### src/rtl/cluster_cg_pkg.sv
// Shared types and next-state logic for the cluster clock-gating controller.
package cluster_cg_pkg;

  // Widest idle counter the shared next-state function can handle.
  localparam int unsigned CntMaxW = 32;

  typedef enum logic [1:0] {
    CgOn    = 2'd0,
    CgCount = 2'd1,
    CgOff   = 2'd2,
    CgWake  = 2'd3
  } cg_state_e;

  typedef struct packed {
    cg_state_e            state;
    logic [CntMaxW-1:0]   cnt;
  } cg_next_t;

  // Next state and idle count for one channel.
  function automatic cg_next_t cg_next_state(input cg_state_e          state,
                                             input logic [CntMaxW-1:0] cnt,
                                             input logic [CntMaxW-1:0] thresh,
                                             input logic               hold);
    cg_next_t nxt;
    logic     stay_on;
    // A zero threshold disables auto-gating and behaves like a permanent hold.
    stay_on   = hold | (thresh == '0);
    nxt.state = state;
    nxt.cnt   = '0;
    unique case (state)
      CgOn: begin
        if (!stay_on) begin
          nxt.state = CgCount;
          nxt.cnt   = CntMaxW'(1);
        end
      end
      CgCount: begin
        if (stay_on) begin
          nxt.state = CgOn;
        end else if (cnt >= thresh) begin
          // >= so a threshold lowered below the running count gates at once.
          nxt.state = CgOff;
        end else begin
          nxt.cnt = cnt + CntMaxW'(1);
        end
      end
      CgOff: begin
        if (stay_on) begin
          nxt.state = CgWake;
        end
      end
      CgWake: begin
        // One settle cycle so the gate latch is open before acknowledging.
        nxt.state = CgOn;
      end
      default: begin
        nxt.state = CgOn;
      end
    endcase
    return nxt;
  endfunction

  // Clock enable applied to the gate cell in a given state.
  function automatic logic cg_clk_en(input cg_state_e state);
    return state != CgOff;
  endfunction

  // States in which a pending wake request may be acknowledged.
  function automatic logic cg_ack_ok(input cg_state_e state);
    return (state == CgOn) || (state == CgCount);
  endfunction

endpackage

### src/rtl/cluster_clock_gating_ch.sv
// One gated-clock channel: idle FSM, idle counter, wake acknowledge and gate cell.
module cluster_clock_gating_ch
  import cluster_cg_pkg::*;
#(
  parameter int unsigned IDLE_CNT_W = 8,
  parameter bit          RESET_ON   = 1'b1
) (
  input  logic                  clk_i,
  input  logic                  rst_ni,
  input  logic                  test_en_i,
  input  logic [IDLE_CNT_W-1:0] idle_thresh_i,
  input  logic                  busy_i,
  input  logic                  force_on_i,
  input  logic                  wake_req_i,
  output logic                  wake_ack_o,
  output logic                  clk_en_o,
  output logic                  clk_o
);

  cg_state_e             state_q, state_d;
  logic [IDLE_CNT_W-1:0] cnt_q, cnt_d;
  logic                  ack_q, ack_d;
  logic                  clk_en_q, clk_en_d;
  logic                  hold;
  cg_next_t              nxt;
  logic                  unused_nxt_cnt;

  assign hold = busy_i | force_on_i | wake_req_i;

  // Next-state decode; the counter never exceeds the threshold, so truncation is safe.
  always_comb begin
    nxt      = cg_next_state(state_q, CntMaxW'(cnt_q), CntMaxW'(idle_thresh_i), hold);
    state_d  = nxt.state;
    cnt_d    = nxt.cnt[IDLE_CNT_W-1:0];
    clk_en_d = cg_clk_en(nxt.state);
    ack_d    = wake_req_i & cg_ack_ok(nxt.state);
  end

  assign unused_nxt_cnt = ^nxt.cnt;

  // Channel state registers with asynchronous reset.
  always_ff @(posedge clk_i or negedge rst_ni) begin
    if (!rst_ni) begin
      if (RESET_ON) begin
        state_q <= CgOn;
      end else begin
        state_q <= CgOff;
      end
      cnt_q    <= '0;
      ack_q    <= 1'b0;
      clk_en_q <= RESET_ON;
    end else begin
      state_q  <= state_d;
      cnt_q    <= cnt_d;
      ack_q    <= ack_d;
      clk_en_q <= clk_en_d;
    end
  end

  assign wake_ack_o = ack_q;
  assign clk_en_o   = clk_en_q;

  pulp_clock_gating u_cg (
    .clk_i     (clk_i),
    .en_i      (clk_en_q),
    .test_en_i (test_en_i),
    .clk_o     (clk_o)
  );

endmodule

### src/rtl/pulp_clock_gating.sv
// Latch-based glitch-free clock gate; the latch is transparent while the clock is low.
module pulp_clock_gating (
  input  logic clk_i,
  input  logic en_i,
  input  logic test_en_i,
  output logic clk_o
);

  logic clk_en;

  // Capture the enable during the low phase so it cannot change under a high clock.
  always_latch begin
    if (!clk_i) begin
      clk_en = en_i | test_en_i;
    end
  end

  assign clk_o = clk_i & clk_en;

endmodule

### src/rtl/cluster_clock_gating_ctrl.sv
// Multi-channel idle-based clock-gating controller for the cluster.
module cluster_clock_gating_ctrl #(
  parameter int unsigned NUM_CH     = 4,
  parameter int unsigned IDLE_CNT_W = 8,
  parameter bit          RESET_ON   = 1'b1
) (
  input  logic                  clk_i,
  input  logic                  rst_ni,
  input  logic                  test_en_i,
  input  logic [IDLE_CNT_W-1:0] idle_thresh_i,
  input  logic [NUM_CH-1:0]     busy_i,
  input  logic [NUM_CH-1:0]     force_on_i,
  input  logic [NUM_CH-1:0]     wake_req_i,
  output logic [NUM_CH-1:0]     wake_ack_o,
  output logic [NUM_CH-1:0]     clk_en_o,
  output logic [NUM_CH-1:0]     clk_o
);

  for (genvar i = 0; i < NUM_CH; i++) begin : g_ch
    cluster_clock_gating_ch #(
      .IDLE_CNT_W (IDLE_CNT_W),
      .RESET_ON   (RESET_ON)
    ) u_ch (
      .clk_i         (clk_i),
      .rst_ni        (rst_ni),
      .test_en_i     (test_en_i),
      .idle_thresh_i (idle_thresh_i),
      .busy_i        (busy_i[i]),
      .force_on_i    (force_on_i[i]),
      .wake_req_i    (wake_req_i[i]),
      .wake_ack_o    (wake_ack_o[i]),
      .clk_en_o      (clk_en_o[i]),
      .clk_o         (clk_o[i])
    );
  end

endmodule

### config.mk
export PLATFORM = sky130hd
export DESIGN_NAME = cluster_clock_gating_ctrl
export DESIGN_NICKNAME = d
export VERILOG_FILES = /design/src/rtl/cluster_cg_pkg.sv /design/src/rtl/cluster_clock_gating_ch.sv /design/src/rtl/pulp_clock_gating.sv /design/src/rtl/cluster_clock_gating_ctrl.sv
export SDC_FILE = /design/constraint.sdc
export NUM_CORES = 1
export LEC_CHECK = 0
export CAP_MARGIN = 40
export CORE_ASPECT_RATIO = 0.6
export CORE_MARGIN = 2
export CORE_UTILIZATION = 58
export DETAILED_ROUTE_END_ITERATION = 8
export PLACE_DENSITY = 0.83
export SLEW_MARGIN = 0
export SYNTH_ARGS = -nofsm -noshare
export SYNTH_HDL_FRONTEND = slang
export SYNTH_HIERARCHICAL = 1
export SYNTH_SLANG_ARGS = --single-unit
### constraint.sdc
create_clock -name clk_i -period 2.1 [get_ports clk_i]
set_clock_uncertainty 0.2 [all_clocks]
set_input_delay 0.21 -clock clk_i [delete_from_list [all_inputs] [get_ports clk_i]]
set_output_delay 0.21 -clock clk_i [all_outputs]
set_load 0.05 [all_outputs]
==> flow_metrics.tcl <==
set metrics [dict create \
    critPathRequiredTime_ps 1690 \
    routabilityCongestion 0.8275 \
    r2r_start "g_ch[3].u_ch/cnt_q[3]$_DFF_PN0_" \
    critical_path.top_delay_family "latches" \
    outcome "finished, violations left" \
    vias 2705 \
    p_leak_nw 2.067 \
    drv_cap 0 \
    ys_ff_latch 52 \
    drt_wl_total_um 8223 \
    swShare_pct 34.32 \
    synth_edf_count 0 \
    die_area_um2 6807 \
    rows 22 \
    fin_ws_ps -468.3 \
    grt_pass1_vias 2822 \
    drive_gt1_share_pct 32.85 \
    synth_cells 320 \
    grt.total_usage_pct 26.77 \
    setup_viol_count_final 8 \
    avgSynthCellArea_um2 11.14 \
    hold_class "in -> async" \
    synth_top_cell_by_area "dfrtp_1" \
    crit_buf_inv 1 \
    r2r_slack_ps 70 \
    numPortBuffers 34 \
    dp_hpwl_um 5901 \
    finalHoldViolations 0 \
    place_ws_ps -652.7 \
    n_antenna_cell 0 \
    fin_util_pct 75.70 \
    antenna_found_initial 0 \
    path_max_fanout 1 \
    p_int_mw 1.842 \
    viasPerCell 5.465 \
    synth_nets 379 \
    synth_area_um2 3563 \
    r2r_cells 5 \
    slew_violations 0 \
    yosys.cell_types.count 36 \
    p_switching_mw 0.9625 \
    clk_latency_ps 420 \
    die_y_um 64.72 \
    slowest_stage "dlxtn_2" \
    slew_headroom_pct 50.41 \
    critical_path.cell_chain "and2_4 -> buf_8" \
    worstMarginPinSlew_ps 743.8 \
    cts_tree "built" \
    clockPowerShare_pct 53.1 \
    overflow 0 \
    core_area_um2 6028 \
    synthTopCellsByArea "dfrtp_1 31%, ha_1 13%, nor3_2 6.7%" \
    syn2layout_area_growth_pct 28.05 \
    drt-initial-drc-count 121 \
    synth_most_common_cell "dfrtp_1" \
    boundaryPins 35 \
    synth-main-ff-cell "dfrtp_1" \
    cp-start-kind "latch" \
    synth_top_cell_area_share_pct 30.90 \
    async_flop_share_pct 92.31 \
    rsz0062_at_grt "true" \
    arrival_ps 2160 \
    clk_pin_slew_ps 90 \
    power.share.sequential_pct 35.6 \
    grt_max_degree 32 \
    yosysWarnings 6 \
    crit_path_end_kind "output pin" \
    path_class "latch -> out" \
    ir_drop_mv 0.6395 \
    failed_checks "negative setup slack" \
    die_width_um 105.2 \
    grt_first_pass_wirelength_um 13740 \
    power_mw 2.805 \
    ant_nets 0 \
    route.detailed.drc 0 \
    start_util_pct 59.11 \
    reg2reg_to "g_ch[3].u_ch/cnt_q[0]$_DFF_PN0_" \
    cpPeakStageDelay_ps 410 \
    p_comb_share_pct 11.4 \
    fin_nets 470 \
    powerDensity_nw_per_um2 614.6 \
    synth_top_cells_by_count "44 x dfrtp_1, 36 x ha_1, 36 x inv_1, 24 x nor3_2" \
    dr.pass1.iters 4 \
    wl_per_cell_um 16.61 \
]
==> cells in the final DEF (no fill, tap or decap), types with 6 or more instances in the layout <==
cell type        count
dfrtp_1             43
ha_1                36
clkdlybuf4s50_1     22
clkbuf_8             9
a21oi_4             10
buf_4               41
nor4_1               8
dlygate4sd2_1        6
nand2b_1            12
inv_1               36
xor2_1              16
xnor2_1             12
nand3_1             16
nor3_2              24
==> worst max path at each step <==
stage | cells after the start | to | slack [ps] | startpoint
2_1_floorplan | 1 | clk_o[0] | 50 | g_ch[0].u_ch/u_cg/clk_en$_DLATCH_N_
3_3_place_gp | 2 | clk_o[2] | -630 | g_ch[2].u_ch/u_cg/clk_en$_DLATCH_N_
3_5_place_dp | 2 | clk_o[1] | -650 | g_ch[1].u_ch/u_cg/clk_en$_DLATCH_N_
4_1_cts | 2 | clk_o[1] | -480 | g_ch[1].u_ch/u_cg/clk_en$_DLATCH_N_
5_1_grt | 2 | clk_o[1] | -500 | g_ch[1].u_ch/u_cg/clk_en$_DLATCH_N_
6_report | 2 | clk_o[1] | -470 | g_ch[1].u_ch/u_cg/clk_en$_DLATCH_N_
==> through the flow <==
stage               hold slack (ps)  instances  area (um2)  setup TNS (ps)
floorplan                    -285.6        320        3573               0
global placement              113.6        480        4354          -17210
detailed placement            111.5        480        4354          -19370
CTS                           202.3        492        4514           -1880
global route                  217.0        495        4563           -1943
finish                        195.2        495        4563           -1839
==> flip-flops by register name (all words and copies together) (netlist names) <==
name                   cells
g_ch.u_ch/wake_ack_o       4
g_ch.u_ch/cnt_q           32
g_ch.u_ch/u_cg/clk_en      4
g_ch.u_ch/state_q          8
g_ch.u_ch/clk_en_o         4
==> kinds of logic (layout without fill, tap and decap cells) <==
kind of cell    after synthesis  in the layout  synth area share, %
xor+xnor                     28             28                6.882
flops                        48             48                33.85
buf+inv                      36            127                3.792
compound gates               48             48                16.71
simple gates                120            120                24.44
latches                       4              4                1.685
fa+ha+maj                    36             36                12.64
==> routing by layer <==
layer	routed length, um	share of wire (%)	GRT usage (%)	vias up
li1	-	-	-	1327
met1	3832	47	33.91	1304
met2	3818	46	41.77	60
met3	458	5.6	9.759	14
met4	114	1.4	11.00	0
met5	0	0	0	-
==> power by group through the flow <==
stage | sequential [mW] | clock (mW) | combinational [mW]
floorplan | 1.03 | 0.420 | 0.128
global placement | 1.02 | 0.552 | 0.302
detailed placement | 1.02 | 0.552 | 0.311
CTS | 0.997 | 1.52 | 0.315
global route | 0.999 | 1.57 | 0.348
finish | 0.997 | 1.49 | 0.319
==> area by class of cell <==
class	instances	area, um2
Timing Repair Buffer	76	670.6
Tap cell	84	105.1
Multi-Input combinational cell	232	2187
Clock inverter	2	12.51
Sequential cell	52	1269
Inverter	36	135.1
Clock buffer	13	183.9
Fill cell	392	1465
==> what timing repair did <==
item                                   4_1_cts  5_1_grt
buffers inserted                             0        3
hold buffers                                 1        0
gates cloned                                 0        0
endpoints found under the hold margin       25        0
setup endpoints to repair                   15       16
resized for setup                           39        7
pin swaps                                    1        5
Power figures use the tool's default switching activity.
